$ cat config.mk
export PLATFORM = sky130hd
export DESIGN_NAME = uart_bram_loader
export DESIGN_NICKNAME = d
export VERILOG_FILES = /design/src/rtl/uart_bram_loader.sv
export SDC_FILE = /design/constraint.sdc
export NUM_CORES = 1
export LEC_CHECK = 0
export ABC_CLOCK_PERIOD_IN_PS = 3300
export CAP_MARGIN = 20
export CORE_MARGIN = 2
export CORE_UTILIZATION = 43
export CTS_CLUSTER_DIAMETER = 200
export CTS_CLUSTER_SIZE = 40
export DETAILED_ROUTE_END_ITERATION = 8
export PLACE_DENSITY = 0.63
export SETUP_SLACK_MARGIN = 0.1
export SYNTH_ARGS = -nofsm -noshare
export SYNTH_HDL_FRONTEND = slang
export SYNTH_SLANG_ARGS = --single-unit
$ cat constraint.sdc
create_clock -name sys_clk -period 3.3 [get_ports sys_clk]
set_input_delay 0.99 -clock sys_clk [delete_from_list [all_inputs] [get_ports sys_clk]]
set_output_delay 0.99 -clock sys_clk [all_outputs]
set_load 0.02 [all_outputs]
$ cat src/rtl/uart_bram_loader.sv
// UART receiver (8 data bits, optional parity, 1 stop) feeding a sequential BRAM port-A writer.
// A rising edge on load_enable arms a fill of addresses 0..DEPTH-1; load_done flags completion.
module uart_bram_loader #(
  parameter int CLK_FREQ   = 50000000,
  parameter int BAUD       = 9600,
  parameter int DATA_WIDTH = 8,
  parameter int DEPTH      = 2048,
  parameter int ADDR_WIDTH = 11,
  parameter int PARITY_EN  = 1,
  parameter int PARITY_ODD = 0
) (
  input  logic                  sys_clk,
  input  logic                  rst,
  input  logic                  uart_rxd,
  input  logic                  load_enable,
  output logic                  bram_we,
  output logic [ADDR_WIDTH-1:0] bram_addr,
  output logic [DATA_WIDTH-1:0] bram_din,
  output logic                  load_done,
  output logic                  parity_err,
  output logic                  frame_err,
  output logic [ADDR_WIDTH:0]   byte_cnt,
  output logic [7:0]            led
);

  localparam int CLKS_PER_BIT = CLK_FREQ / BAUD;
  localparam int HALF_BIT     = CLKS_PER_BIT / 2;
  localparam int CNT_W        = (CLKS_PER_BIT > 2) ? $clog2(CLKS_PER_BIT) : 1;
  localparam int BIT_W        = (DATA_WIDTH > 2) ? $clog2(DATA_WIDTH) : 1;

  localparam logic [CNT_W-1:0]      CNT_ZERO  = {CNT_W{1'b0}};
  localparam logic [CNT_W-1:0]      CNT_ONE   = CNT_W'(1);
  localparam logic [CNT_W-1:0]      BIT_LAST  = CNT_W'(CLKS_PER_BIT - 1);
  localparam logic [CNT_W-1:0]      HALF_LAST = CNT_W'(HALF_BIT - 1);
  localparam logic [BIT_W-1:0]      BIT_ZERO  = {BIT_W{1'b0}};
  localparam logic [BIT_W-1:0]      BIT_ONE   = BIT_W'(1);
  localparam logic [BIT_W-1:0]      DATA_LAST = BIT_W'(DATA_WIDTH - 1);
  localparam logic [ADDR_WIDTH-1:0] ADDR_ZERO = {ADDR_WIDTH{1'b0}};
  localparam logic [ADDR_WIDTH-1:0] ADDR_ONE  = ADDR_WIDTH'(1);
  localparam logic [ADDR_WIDTH-1:0] ADDR_LAST = ADDR_WIDTH'(DEPTH - 1);
  localparam logic [ADDR_WIDTH:0]   BCNT_ZERO = {(ADDR_WIDTH+1){1'b0}};
  localparam logic [ADDR_WIDTH:0]   BCNT_ONE  = {{ADDR_WIDTH{1'b0}}, 1'b1};
  localparam logic [DATA_WIDTH-1:0] DATA_ZERO = {DATA_WIDTH{1'b0}};
  localparam logic [7:0]            LED_IDLE  = 8'b1100_0000;
  localparam logic [7:0]            LED_ARMED = 8'b0011_0000;
  localparam logic [7:0]            LED_DONE  = 8'b0000_0011;

  typedef enum logic [2:0] {R_IDLE, R_START, R_DATA, R_PARITY, R_STOP} rx_state_t;
  typedef enum logic [1:0] {W_IDLE, W_ARMED, W_DONE} w_state_t;

  // Expected parity bit for a data word (even by default, inverted for odd)
  function automatic logic parity_bit(input logic [DATA_WIDTH-1:0] data);
    parity_bit = (^data) ^ (PARITY_ODD != 0);
  endfunction

  logic rxd_meta_r, rxd_sync_r, rxd_prev_r;
  logic fall_s;

  rx_state_t              rx_state_r, rx_state_s;
  logic [CNT_W-1:0]       clk_cnt_r, clk_cnt_s;
  logic [BIT_W-1:0]       bit_cnt_r, bit_cnt_s;
  logic [DATA_WIDTH-1:0]  shift_r, shift_s;
  logic                   frame_pe_r, frame_pe_s;
  logic                   rx_valid_r, rx_valid_s;
  logic [DATA_WIDTH-1:0]  rx_byte_r, rx_byte_s;
  logic                   rx_pe_r, rx_pe_s;
  logic                   rx_fe_r, rx_fe_s;

  w_state_t               w_state_r, w_state_s;
  logic                   we_r, we_s;
  logic [ADDR_WIDTH-1:0]  addr_r, addr_s;
  logic [DATA_WIDTH-1:0]  din_r, din_s;
  logic                   done_r, done_s;
  logic                   perr_r, perr_s;
  logic                   ferr_r, ferr_s;
  logic [ADDR_WIDTH:0]    cnt_r, cnt_s;
  logic                   adv_r, adv_s;
  logic                   le_prev_r;
  logic [7:0]             led_r, led_s;
  logic                   arm_s;

  // Two-flop synchronizer plus one history flop for falling-edge start detection
  always_ff @(posedge sys_clk) begin
    if (rst) begin
      rxd_meta_r <= 1'b1;
      rxd_sync_r <= 1'b1;
      rxd_prev_r <= 1'b1;
    end else begin
      rxd_meta_r <= uart_rxd;
      rxd_sync_r <= rxd_meta_r;
      rxd_prev_r <= rxd_sync_r;
    end
  end

  // A held-low break produces no edge, so a new frame needs the line to rise first
  assign fall_s = rxd_prev_r & ~rxd_sync_r;

  // Receiver state register
  always_ff @(posedge sys_clk) begin
    if (rst) begin
      rx_state_r <= R_IDLE;
      clk_cnt_r  <= CNT_ZERO;
      bit_cnt_r  <= BIT_ZERO;
      shift_r    <= DATA_ZERO;
      frame_pe_r <= 1'b0;
      rx_valid_r <= 1'b0;
      rx_byte_r  <= DATA_ZERO;
      rx_pe_r    <= 1'b0;
      rx_fe_r    <= 1'b0;
    end else begin
      rx_state_r <= rx_state_s;
      clk_cnt_r  <= clk_cnt_s;
      bit_cnt_r  <= bit_cnt_s;
      shift_r    <= shift_s;
      frame_pe_r <= frame_pe_s;
      rx_valid_r <= rx_valid_s;
      rx_byte_r  <= rx_byte_s;
      rx_pe_r    <= rx_pe_s;
      rx_fe_r    <= rx_fe_s;
    end
  end

  // Receiver next-state: mid-bit sampling, result published one cycle after the stop sample
  always_comb begin
    rx_state_s = rx_state_r;
    clk_cnt_s  = clk_cnt_r;
    bit_cnt_s  = bit_cnt_r;
    shift_s    = shift_r;
    frame_pe_s = frame_pe_r;
    rx_valid_s = 1'b0;
    rx_byte_s  = rx_byte_r;
    rx_pe_s    = rx_pe_r;
    rx_fe_s    = rx_fe_r;
    case (rx_state_r)
      R_IDLE: begin
        clk_cnt_s = CNT_ZERO;
        if (fall_s) begin
          rx_state_s = R_START;
          bit_cnt_s  = BIT_ZERO;
          frame_pe_s = 1'b0;
        end else begin
          rx_state_s = R_IDLE;
        end
      end
      R_START: begin
        if (clk_cnt_r == HALF_LAST) begin
          clk_cnt_s = CNT_ZERO;
          if (rxd_sync_r) begin
            rx_state_s = R_IDLE;
          end else begin
            rx_state_s = R_DATA;
          end
        end else begin
          clk_cnt_s = clk_cnt_r + CNT_ONE;
        end
      end
      R_DATA: begin
        if (clk_cnt_r == BIT_LAST) begin
          clk_cnt_s = CNT_ZERO;
          shift_s   = {rxd_sync_r, shift_r[DATA_WIDTH-1:1]};
          if (bit_cnt_r == DATA_LAST) begin
            if (PARITY_EN != 0) begin
              rx_state_s = R_PARITY;
            end else begin
              rx_state_s = R_STOP;
            end
          end else begin
            bit_cnt_s = bit_cnt_r + BIT_ONE;
          end
        end else begin
          clk_cnt_s = clk_cnt_r + CNT_ONE;
        end
      end
      R_PARITY: begin
        if (clk_cnt_r == BIT_LAST) begin
          clk_cnt_s  = CNT_ZERO;
          frame_pe_s = (rxd_sync_r != parity_bit(shift_r));
          rx_state_s = R_STOP;
        end else begin
          clk_cnt_s = clk_cnt_r + CNT_ONE;
        end
      end
      R_STOP: begin
        if (clk_cnt_r == BIT_LAST) begin
          clk_cnt_s  = CNT_ZERO;
          rx_valid_s = 1'b1;
          rx_byte_s  = shift_r;
          rx_pe_s    = frame_pe_r;
          rx_fe_s    = ~rxd_sync_r;
          rx_state_s = R_IDLE;
        end else begin
          clk_cnt_s = clk_cnt_r + CNT_ONE;
        end
      end
      default: begin
        rx_state_s = R_IDLE;
        clk_cnt_s  = CNT_ZERO;
      end
    endcase
  end

  assign arm_s = load_enable & ~le_prev_r;

  // Writer state register and all registered outputs
  always_ff @(posedge sys_clk) begin
    if (rst) begin
      w_state_r <= W_IDLE;
      we_r      <= 1'b0;
      addr_r    <= ADDR_ZERO;
      din_r     <= DATA_ZERO;
      done_r    <= 1'b0;
      perr_r    <= 1'b0;
      ferr_r    <= 1'b0;
      cnt_r     <= BCNT_ZERO;
      adv_r     <= 1'b0;
      le_prev_r <= 1'b0;
      led_r     <= LED_IDLE;
    end else begin
      w_state_r <= w_state_s;
      we_r      <= we_s;
      addr_r    <= addr_s;
      din_r     <= din_s;
      done_r    <= done_s;
      perr_r    <= perr_s;
      ferr_r    <= ferr_s;
      cnt_r     <= cnt_s;
      adv_r     <= adv_s;
      le_prev_r <= load_enable;
      led_r     <= led_s;
    end
  end

  // Writer next-state: arm beats everything, address advances the cycle after each strobe
  always_comb begin
    w_state_s = w_state_r;
    we_s      = 1'b0;
    addr_s    = addr_r;
    din_s     = din_r;
    done_s    = done_r;
    perr_s    = perr_r;
    ferr_s    = ferr_r;
    cnt_s     = cnt_r;
    adv_s     = 1'b0;
    if (arm_s) begin
      w_state_s = W_ARMED;
      addr_s    = ADDR_ZERO;
      cnt_s     = BCNT_ZERO;
      done_s    = 1'b0;
      perr_s    = 1'b0;
      ferr_s    = 1'b0;
    end else begin
      case (w_state_r)
        W_ARMED: begin
          if (!load_enable) begin
            w_state_s = W_IDLE;
          end else begin
            if (adv_r) begin
              cnt_s = cnt_r + BCNT_ONE;
              if (addr_r == ADDR_LAST) begin
                w_state_s = W_DONE;
                done_s    = 1'b1;
              end else begin
                addr_s = addr_r + ADDR_ONE;
              end
            end else begin
              cnt_s = cnt_r;
            end
            if (rx_valid_r) begin
              if (rx_pe_r || rx_fe_r) begin
                perr_s = perr_r | rx_pe_r;
                ferr_s = ferr_r | rx_fe_r;
              end else begin
                we_s  = 1'b1;
                din_s = rx_byte_r;
                adv_s = 1'b1;
              end
            end else begin
              we_s = 1'b0;
            end
          end
        end
        W_IDLE:  w_state_s = W_IDLE;
        W_DONE:  w_state_s = W_DONE;
        default: w_state_s = W_IDLE;
      endcase
    end
  end

  // LED pattern follows the writer state it is about to enter
  always_comb begin
    case (w_state_s)
      W_IDLE:  led_s = LED_IDLE;
      W_ARMED: led_s = LED_ARMED;
      W_DONE:  led_s = LED_DONE;
      default: led_s = LED_IDLE;
    endcase
  end

  assign bram_we    = we_r;
  assign bram_addr  = addr_r;
  assign bram_din   = din_r;
  assign load_done  = done_r;
  assign parity_err = perr_r;
  assign frame_err  = ferr_r;
  assign byte_cnt   = cnt_r;
  assign led        = led_r;

endmodule
# Yosys cells after proc, flatten, opt, wreduce, memory -nomap -nowiden
# Index checks and enable logic that the tools add are counted.
# op_classes
add_sub_neg	4
multipliers	0
n_div	0
magnitude_cmp	0
n_eq_ne	20
shift	0
muxes	26
bitwise	13
n_reduce_logical	19
# op_table
op	n
13-bit two-way mux	2
13-bit case mux with 2 select lines	1
3-bit two-way mux	8
8-bit case mux with 2 select lines	1
4-bit AND reduction	4
3-bit case mux with 5 select lines	1
2-bit inequality test, second input constant	7
13-bit by 1-bit adder with 13-bit output, second input constant	1
13-bit by 12-bit == test with 1-bit output, second input constant	1
13-bit == test, second input constant	1
12-bit by 1-bit adder with 12-bit output, second input constant	1
11-bit by 1-bit adder with 11-bit output, second input constant	1
11-bit == test, second input constant	1
2-bit two-way mux	5
5-bit AND reduction	2
1-bit NOT	9
8-bit parity	1
3-bit by 2-bit == test with 1-bit output, second input constant	2
3-bit == test, second input constant	2
3-bit case mux with 2 select lines	1
3-bit AND reduction	2
1-bit two-way mux	5
5-bit OR reduction	1
2-bit by 1-bit == test with 1-bit output, second input constant	2
other kinds (14)	20
# word_totals
regBits	88
latch_bits	0
ram_bits	0
romBits	0
inputBits	4
output_inout_bits	43
wordCells	104
n_memories	0

# Depth between registers and ports, before layout
# Gate-level depths: netlist (run 1).
# depth
word_depth	8
depth_mapped	9
mapped_depth_nobuf	8

# Least setup slack after synthesis (run 1)
# OpenSTA, ideal clock, no wires.
# synth_timing
kind	input to register
startpoint	in load_enable
endpoint	reg led_r[6], in the netlist led[6]
setup_ns	0.123
arrival_ns	2.169
required_time_ns	3.177
slack_ns	1.008
stages	7
path_buffers	1
cell_sequence	and3_1 > buf_2 > and2_1 > o21ai_1 > inv_1 > ha_1 > or2_2
# synth_via
elab_chain_len	5
elab_cells_between_ends	7
classes_between	2 x eq/ne; 4 x mux; 1 x bitwise
# synth_rtl
item	line_no	text
start: declaration	15	input logic load_enable,
2-bit two-way mux	254	if (!load_enable) begin
2-bit case mux with 2 select lines	252	case (w_state_r)
2-bit two-way mux (*)	244	if (arm_s) begin
via w_state_s[1]	69	w_state_t w_state_r, w_state_s;
2-bit == test / 2-bit by 1-bit == test with 1-bit output (equally long branches)	291	case (w_state_s)
8-bit case mux with 2 select lines (*)	291	
via led_s[6]	79	logic [7:0] led_r, led_s;
end signal: assignment	229	led_r <= led_s;
end: declaration	79	
# Mark *: on every way through the listed nets, which the timed path passes. The rest lies on a longest branch.
# A chain may end at the register's enable or synchronous reset.

# Worst setup path in the final report (run 1)
# Ends and elaborated chain as after synthesis.

==> results.py, run 1 <==
metrics = {
    "run_status": {
        "outcome": "finished, final reports clean",
    },
    "critical_path": {
        "path_max_fanout": 8,
        "cpPeakStageDelay_ns": 0.51,
        "arrival_ns": 2.70,
        "criticalPathCategory": "in2reg",
        "rrSetupSlack_ns": 1.15,
        "path_cells": "clkdlybuf4s50_1 -> and3_1 -> and2_1 -> o21ai_1 -> inv_1 -> ha_1 -> or2_2",
        "critPathSlowestCell": "clkdlybuf4s50_1",
        "crit_start": "load_enable",
        "worstPathRequired_ns": 3.53,
        "r2r-end": "led[6]",
        "ff2ff_path_depth": 6,
        "end_kind": "flop",
        "endpoint": "led[6]",
        "reg2reg_from": "bram_addr[2]",
        "crit_path_start_kind": "primary input",
    },
    "min_path": {
        "hold_path.class": "reg2reg",
    },
    "global_route": {
        "grt_max_degree": 28,
        "grtUsageTotal": 0.1520,
        "grt_first_pass_wirelength_mm": 10.92,
        "grt_overflow": 0,
        "grt_pass1_vias": 2425,
        "antenna_found_initial": 0,
    },
    "drt": {
        "drt_first_pass_iters": 4,
        "drc": 0,
        "wl_per_cell_um": 12.04,
        "routed_wl_mm": 6.383,
        "ant_nets": 0,
        "vias": 2633,
        "drt_iter0_drc": 103,
        "avgViaCountPerCell": 4.968,
    },
    "die": {
        "io_pins": 47,
        "start_util": 0.4381,
        "core-area_um2": 8134,
        "die_w_um": 95.04,
        "dieArea_um2": 9032,
        "die_h_um": 95.04,
        "fp-row-count": 33,
    },
    "pwr": {
        "internal-power_mw": 1.473,
        "clkPwrFrac": 0.428,
        "p_comb_frac": 0.027,
        "p_per_area_nw_per_um2": 433.0,
        "leakagePower_nw": 1.706,
        "p_sw_mw": 0.3802,
        "seqPwrFrac": 0.545,
        "vdd_drop_max_uv": 266.1,
        "p_sw_frac": 0.2052,
    },
    "placed_design": {
        "routabilityCongestion": 0.7457,
        "placed_area_um2": 4060,
        "hpwlAfterDp_mm": 4.507,
        "io_buffers": 44,
    },
    "layout": {
        "layout.cells.most_common": "dfxtp_1",
        "finalNetCount": 433,
        "final_layout_size_suffix_gt1_frac": 0.07529,
        "areaGrowthSynthToFinish_pct": 20.08,
        "diodes": 0,
        "final_area_um2": 4279,
        "num-fill-cells": 776,
        "final_util": 0.5261,
        "final_cell_mix": "dfxtp_1 (83), nor2_1 (82), clkdlybuf4s50_1 (44)",
    },
    "logic_synthesis": {
        "syn_avg_cell_area_um2": 9.353,
        "syn_inst": 381,
        "synth_compound_gate_area_share": 0.04846,
        "ys.flop_type": "dfxtp_1",
        "synthMuxAreaShare": 0.08146,
        "synth_top_cell_by_area": "dfxtp_1",
        "yosysTopAreaCellShare": 0.4663,
        "post_synth_fa_ha_maj_area_fraction": 0.03160,
        "synth_top_family_by_area": "simple AND/OR/NAND/NOR gates",
        "yosysSeqAreaShare": 0.4663,
        "ys_ff_latch": 83,
        "synth_warnings": 0,
        "post_synth_xor_area_fraction": 0.08989,
        "synthSimpleGateAreaFrac": 0.2423,
        "synth_cell_type_count": 42,
        "post_synth_instance_area_um2": 3563,
        "async_flop_share": 0,
        "synth-edff-count": 0,
        "synth_area_leaders": "dfxtp_1 (47%), nor2_1 (8.6%), mux2i_1 (8.1%), xor2_1 (4.7%), xnor2_1 (3.7%)",
    },
    "sta": {
        "finalSetupViolations": 0,
        "hold_viol": 0,
        "worst_pin_slew_ns": 0.8054,
        "timing.fmax_mhz": 404.0,
        "finClkSkew_ns": 0.01246,
        "finalCritPeriodShare": 0.7502,
        "hold_ws_ns": 0.4263,
        "rsz0062_at_grt": "no",
        "setup_tns_ns": 0,
        "slew_headroom": 0.4614,
        "slew_viol_final": 0,
        "min_period_ns": 2.476,
    },
    "cts": {
        "post_cts_resized": 0,
        "clkSlewWorstSetupHoldPaths_ns": 0.07,
        "cts_root_buffer": "clkbuf_8",
        "hold_buffers": 0,
        "cts_setup_buffers": 0,
        "clk_path_buf_depth": 2,
        "insertion_delay_ns": 0.34,
        "clock-sinks": 83,
        "cts_tree": "yes",
        "cts_made_buffers": 9,
        "h-tree-depth": 3,
    },
    "run": {
        "cap_violations": 0,
    },
}
through the flow:
step	worst slack (ns)	power, mW	cells
floorplan	1.008	1.070	382
global placement	0.5059	1.084	514
detailed placement	0.4685	1.085	514
CTS	0.8295	1.880	530
global route	0.6863	1.923	530
finish	0.8245	1.853	530
cell type report:
| cell class | instances | area (um^2) | area share |
|---|---|---|---|
| Multi-Input combinational cell | 270 | 1767 | 0.4129 |
| Sequential cell | 83 | 1662 | 0.3883 |
| Timing Repair Buffer | 48 | 470.5 | 0.1099 |
| Clock buffer | 12 | 145.1 | 0.03392 |
| Tap cell | 105 | 131.4 | 0.03070 |
| Clock inverter | 4 | 73.82 | 0.01725 |
| Inverter | 8 | 30.03 | 0.007018 |
synthesized netlist by cell type, drive strengths merged, types with 8 or more instances:
cell type,instances
nand3,13
or2,8
dfxtp,83
nand4,13
xnor2,15
a21oi,12
nor2,82
ha,9
clkbuf,10
mux2i,29
nand2,17
inv,8
xor2,19
buf,11
cells by family after synthesis:
family / Yosys count
adder cells (fa/ha/maj): 9
AND/OR/NAND/NOR: 171
XOR/XNOR: 35
AO/OA/AOI/OAI: 24
buffers and inverters: 29
other: 1
multiplexers: 29
flip-flops: 83
worst max-delay path: cells and delay by family:
family | cells | cell delay [ns]
buffers and inverters | 2 | 0.58
AND/OR/NAND/NOR | 3 | 0.63
adder cells (fa/ha/maj) | 1 | 0.26
AO/OA/AOI/OAI | 1 | 0.23
per-layer routing:
layer,vias to the layer above,wire (um),global-route usage,part of all wire
met5,-,0,0,0
met4,0,116,0.06522,0.018
met3,11,175,0.03004,0.027
met2,35,2847,0.2352,0.45
met1,1223,3243,0.2068,0.51
li1,1364,-,-,-
how the worst min path moves through the flow:
stage / to / slack [ns] / cells after the start / start
3_3_place_gp: rxd_sync_r / 0.39 / 1 / rxd_meta_r
2_1_floorplan: rxd_sync_r / 0.39 / 1 / rxd_meta_r
5_1_grt: rxd_sync_r / 0.43 / 1 / rxd_meta_r
4_1_cts: rxd_sync_r / 0.42 / 1 / rxd_meta_r
6_report: rxd_sync_r / 0.43 / 1 / rxd_meta_r
3_5_place_dp: rxd_sync_r / 0.40 / 1 / rxd_meta_r
state kept, by name (all words and copies together), names as in the netlist, 3 cells and up:
register    flops
byte_cnt       12
bram_din        8
led             3
shift_r         8
rx_state_r      3
bram_addr      11
clk_cnt_r      13
rx_byte_r       8
bit_cnt_r       3
power by group through the flow:
stage               registers [mW]  clock network [mW]  logic [mW]
finish                        1.01               0.793      0.0502
global route                  1.01               0.855      0.0571
CTS                           1.01               0.819      0.0512
detailed placement            1.03                   0      0.0512
global placement              1.03                   0      0.0505
floorplan                     1.03                   0      0.0368
(Power assumes the default switching activity.)
==> inputs of run 2 (changes only) <==
--- a/config.mk
+++ b/config.mk
@@ -5,7 +5,7 @@
 export SDC_FILE = /design/constraint.sdc
 export NUM_CORES = 1
 export LEC_CHECK = 0
-export ABC_CLOCK_PERIOD_IN_PS = 3300
+export ABC_CLOCK_PERIOD_IN_PS = 2500
 export CAP_MARGIN = 20
 export CORE_MARGIN = 2
 export CORE_UTILIZATION = 43
==> constraint.sdc (replaced) <==
create_clock -name sys_clk -period 2.5 [get_ports sys_clk]
set_input_delay 0.75 -clock sys_clk [delete_from_list [all_inputs] [get_ports sys_clk]]
set_output_delay 0.75 -clock sys_clk [all_outputs]
set_load 0.02 [all_outputs]
==> results.py, run 2 (same netlist as run 1, synthesis figures left out) <==
metrics = {
    "run_status": {
        "outcome": "finished, final reports clean",
    },
    "cts": {
        "cts_made_buffers": 9,
        "cts_root_buffer": "clkbuf_8",
        "clkSlewWorstSetupHoldPaths_ns": 0.09,
        "clock-sinks": 83,
        "post_cts_resized": 0,
        "cts_setup_buffers": 0,
        "hold_buffers": 0,
        "clk_path_buf_depth": 2,
        "cts_tree": "yes",
        "insertion_delay_ns": 0.34,
        "h-tree-depth": 3,
    },
    "sta": {
        "finalCritPeriodShare": 0.8741,
        "min_period_ns": 2.185,
        "finalSetupViolations": 0,
        "setup_ws_ns": 0.3147,
        "rsz0062_at_grt": "no",
        "setup_tns_ns": 0,
        "slew_viol_final": 0,
        "timing.fmax_mhz": 457.6,
        "finClkSkew_ns": 0.01359,
        "hold_viol": 0,
    },
    "global_route": {
        "grt_max_degree": 44,
        "grtUsageTotal": 0.1532,
        "grt_overflow": 0,
        "antenna_found_initial": 0,
        "grt_pass1_vias": 2531,
        "grt_first_pass_wirelength_mm": 11.10,
    },
    "drt": {
        "vias": 2597,
        "wl_per_cell_um": 11.92,
        "drt_first_pass_iters": 5,
        "drc": 0,
        "ant_nets": 0,
        "routed_wl_mm": 6.387,
        "avgViaCountPerCell": 4.845,
        "drt_iter0_drc": 59,
    },
    "die": {
        "core-area_um2": 8134,
        "dieArea_um2": 9032,
        "fp-row-count": 33,
        "die_w_um": 95.04,
        "start_util": 0.4381,
        "die_h_um": 95.04,
        "io_pins": 47,
    },
    "min_path": {
        "hold_path.class": "reg2reg",
    },
    "pwr": {
        "p_per_area_nw_per_um2": 590.1,
        "power_mw": 2.578,
        "vdd_drop_max_uv": 398.5,
        "leakagePower_nw": 1.749,
    },
    "critical_path": {
        "path_cells": "clkdlybuf4s50_1",
        "critPathSlowestCell": "clkdlybuf4s50_1",
        "path_buf_inv": 1,
        "end_kind": "output port",
        "path_max_fanout": 7,
        "crit_path_start_kind": "flop",
        "crit_family": "buffers and inverters",
        "worstPathRequired_ns": 1.75,
        "arrival_ns": 1.44,
        "criticalPathCategory": "reg2out",
        "cpPeakStageDelay_ns": 0.65,
    },
    "placed_design": {
        "pre_cts_ws_ns": 0.07745,
        "io_buffers": 44,
        "hpwlAfterDp_mm": 4.483,
        "routabilityCongestion": 0.7918,
    },
    "layout": {
        "num-fill-cells": 736,
        "final_cell_mix": "dfxtp_1 (83), nor2_1 (82), clkdlybuf4s50_1 (44)",
        "diodes": 0,
        "final_layout_size_suffix_gt1_frac": 0.09049,
        "max_flop_register": "clk_cnt_r",
        "areaGrowthSynthToFinish_pct": 22.58,
        "largest_reg_flops": 13,
        "finalNetCount": 439,
        "layout.cells.most_common": "dfxtp_1",
        "final_util": 0.5370,
    },
    "run": {
        "cap_violations": 0,
    },
}
-- run 2: cell count changes in the layout (fill, tap and decap cells not counted), sizes merged --
cell | previous run | this run
inv | 8 | 9
clkbuf | 12 | 11
clkinvlp | 0 | 1
clkinv | 2 | 0
buf | 4 | 10
bufinv | 2 | 3
-- run 2: layout make-up --
type,instances,area (um^2),share of cell area
Multi-Input combinational cell,270,1767,0.4045
Sequential cell,83,1662,0.3804
Timing Repair Buffer,54,528.0,0.1209
Clock buffer,11,141.4,0.03237
Tap cell,105,131.4,0.03008
Clock inverter,5,108.9,0.02492
Inverter,8,30.03,0.006875
-- run 2: path summary, 6_finish.rpt --
kind / from / to / slack (ns) / cells past startpoint
setup / recovery: byte_cnt[4] / byte_cnt[4] / 0.31 / 1
hold / removal: rxd_meta_r / rxd_sync_r / 0.42 / 1
setup reg to reg: bram_addr[2] / led[6] / 0.45 / 6
hold reg to reg: rxd_meta_r / rxd_sync_r / 0.42 / 1
-- run 2: power by group --
part | total, mW | internal (mW) | switching [mW] | leakage (nW)
registers | 1.33 | 1.33 | 0.00560 | 0.670
clock network | 1.17 | 0.699 | 0.475 | 0.122
logic | 0.0709 | 0.0297 | 0.0412 | 0.957
-- run 2: routing by layer --
| metal | vias up | global-route usage | part of all wire |
|---|---|---|---|
| met5 | - | 0 | 0 |
| met4 | 0 | 0.06522 | 0.011 |
| met3 | 5 | 0.03636 | 0.029 |
| met2 | 34 | 0.2441 | 0.45 |
| met1 | 1183 | 0.1993 | 0.51 |
| li1 | 1375 | - | - |
-- run 2: per-stage QoR --
stage / hold slack [ns] / std cells / area (um^2)
2_1_floorplan: 0.3895 / 382 / 3567
3_3_place_gp: 0.3964 / 520 / 4118
3_5_place_dp: 0.3992 / 520 / 4118
4_1_cts: 0.4185 / 536 / 4368
5_1_grt: 0.4354 / 536 / 4368
6_report: 0.4156 / 536 / 4368
==> inputs of run 3 (changes only) <==
--- a/config.mk
+++ b/config.mk
@@ -5,7 +5,7 @@
 export SDC_FILE = /design/constraint.sdc
 export NUM_CORES = 1
 export LEC_CHECK = 0
-export ABC_CLOCK_PERIOD_IN_PS = 2500
+export ABC_CLOCK_PERIOD_IN_PS = 2330
 export CAP_MARGIN = 20
 export CORE_MARGIN = 2
 export CORE_UTILIZATION = 43
==> constraint.sdc (replaced) <==
create_clock -name sys_clk -period 2.33 [get_ports sys_clk]
set_input_delay 0.699 -clock sys_clk [delete_from_list [all_inputs] [get_ports sys_clk]]
set_output_delay 0.699 -clock sys_clk [all_outputs]
set_load 0.02 [all_outputs]
==> results.py, run 3 (same netlist as run 1, synthesis figures left out) <==
metrics = {
    "die": {
        "dieArea_um2": 9032,
        "die_w_um": 95.04,
        "core-area_um2": 8134,
        "start_util": 0.4381,
        "io_pins": 47,
        "die_h_um": 95.04,
        "fp-row-count": 33,
    },
    "drt": {
        "routed_wl_mm": 6.558,
        "wl_per_cell_um": 12.08,
        "vias": 2641,
        "drt_first_pass_iters": 4,
        "drc": 0,
        "drt_iter0_drc": 55,
        "avgViaCountPerCell": 4.864,
        "ant_nets": 0,
    },
    "layout": {
        "finalNetCount": 446,
        "diodes": 0,
        "largest_reg_flops": 13,
        "final_util": 0.5419,
        "regArea_um2": 1662,
        "num-fill-cells": 768,
        "areaGrowthSynthToFinish_pct": 23.70,
        "multiInputGateArea_um2": 1768,
        "layout.cells.most_common": "dfxtp_1",
        "final_layout_size_suffix_gt1_frac": 0.1096,
        "final_cell_mix": "dfxtp_1 (83), nor2_1 (82), clkdlybuf4s50_1 (44)",
        "max_flop_register": "clk_cnt_r",
    },
    "sta": {
        "timing.fmax_mhz": 466.9,
        "finClkSkew_ns": 0.005899,
        "min_period_ns": 2.142,
        "finalCritPeriodShare": 0.9192,
        "hold_ws_ns": 0.4199,
        "slew_viol_final": 0,
        "rsz0062_at_grt": "no",
        "setup_tns_ns": 0,
        "hold_viol": 0,
        "finalSetupViolations": 0,
    },
    "cts": {
        "h-tree-depth": 3,
        "hold_buffers": 0,
        "clock-sinks": 83,
        "cts_tree": "yes",
        "cts_setup_buffers": 0,
        "clk_path_buf_depth": 2,
        "cts_made_buffers": 9,
        "insertion_delay_ns": 0.34,
        "post_cts_resized": 0,
        "clkSlewWorstSetupHoldPaths_ns": 0.08,
        "cts_root_buffer": "clkbuf_8",
    },
    "pwr": {
        "leakagePower_nw": 1.779,
        "clkPwrFrac": 0.439,
        "p_sw_frac": 0.2101,
        "p_comb_frac": 0.029,
        "vdd_drop_max_uv": 312.9,
        "p_sw_mw": 0.5647,
        "seqPwrFrac": 0.532,
        "p_per_area_nw_per_um2": 609.6,
        "internal-power_mw": 2.122,
    },
    "placed_design": {
        "routabilityCongestion": 0.7779,
        "hpwlAfterDp_mm": 4.628,
        "io_buffers": 44,
    },
    "critical_path": {
        "crit_family": "buffers and inverters",
        "rrSetupSlack_ns": 0.27,
        "crit_path_start_kind": "flop",
        "worstPathRequired_ns": 1.63,
        "reg2reg_from": "bram_addr[2]",
        "cpPeakStageDelay_ns": 0.66,
        "path_cells": "clkdlybuf4s50_1",
        "criticalPathCategory": "reg2out",
        "critPathSlowestCell": "clkdlybuf4s50_1",
        "r2r-end": "led[6]",
        "end_kind": "output port",
        "path_max_fanout": 7,
        "path_buf_inv": 1,
        "ff2ff_path_depth": 6,
        "arrival_ns": 1.44,
    },
    "min_path": {
        "hp-start": "rxd_meta_r",
        "whs_endpoint": "rxd_sync_r",
        "hold_path.class": "reg2reg",
        "hold_depth": 1,
    },
    "global_route": {
        "grt_first_pass_wirelength_mm": 11.00,
        "grt_max_degree": 19,
        "antenna_found_initial": 0,
        "grt_pass1_vias": 2418,
        "grt_overflow": 0,
        "grtUsageTotal": 0.1532,
    },
    "run": {
        "cap_violations": 0,
    },
    "run_status": {
        "outcome": "finished, final reports clean",
    },
}
## run 3: cell count changes in the layout (fill, tap and decap cells not counted)
cell	change
inv_8	-1
clkbuf_8	+1
bufinv_16	-1
clkinv_4	+2
clkbuf_1	-1
buf_4	+7
and4_2	+1
and4_1	-1
## run 3: worst max path at each step
stage | cells past startpoint | startpoint | endpoint | slack, ns
6_report | 1 | byte_cnt[4] | byte_cnt[4] | 0.19
3_3_place_gp | 7 | load_enable | led[6] | -0.03
3_5_place_dp | 7 | load_enable | led[6] | -0.05
2_1_floorplan | 7 | bram_addr[2] | led[6] | 0.27
5_1_grt | 6 | bram_addr[2] | led[6] | 0.11
4_1_cts | 1 | byte_cnt[4] | byte_cnt[4] | 0.17
## run 3: per-layer routing
metal  GRT usage  vias to the layer above  share of wire
met3     0.03874                        8          0.032
met2      0.2364                       38           0.44
met5           0                        -              0
li1            -                     1389              -
met4     0.05797                        0          0.015
met1      0.2070                     1206           0.52
## run 3: final cells by class
class	instances	area share
Multi-Input combinational cell	270	0.4011
Sequential cell	83	0.3770
Timing Repair Buffer	61	0.1317
Clock buffer	11	0.03435
Tap cell	105	0.02980
Clock inverter	5	0.01930
Inverter	8	0.006812
## run 3: power groups by stage
| stage | registers [mW] | logic [mW] | clock network [mW] |
|---|---|---|---|
| CTS | 1.43 | 0.0783 | 1.22 |
| floorplan | 1.46 | 0.0521 | 0 |
| detailed placement | 1.46 | 0.0779 | 0 |
| global placement | 1.46 | 0.0777 | 0 |
| finish | 1.43 | 0.0775 | 1.18 |
| global route | 1.43 | 0.0869 | 1.28 |
## run 3: stage by stage
step	setup slack, ns	power (mW)	std cells	instance area [um^2]
2_1_floorplan	0.2733	1.516	382	3567
3_3_place_gp	-0.03024	1.541	527	4170
6_report	0.1882	2.687	543	4408
5_1_grt	0.1056	2.795	543	4408
4_1_cts	0.1706	2.729	543	4407
3_5_place_dp	-0.04720	1.542	527	4170
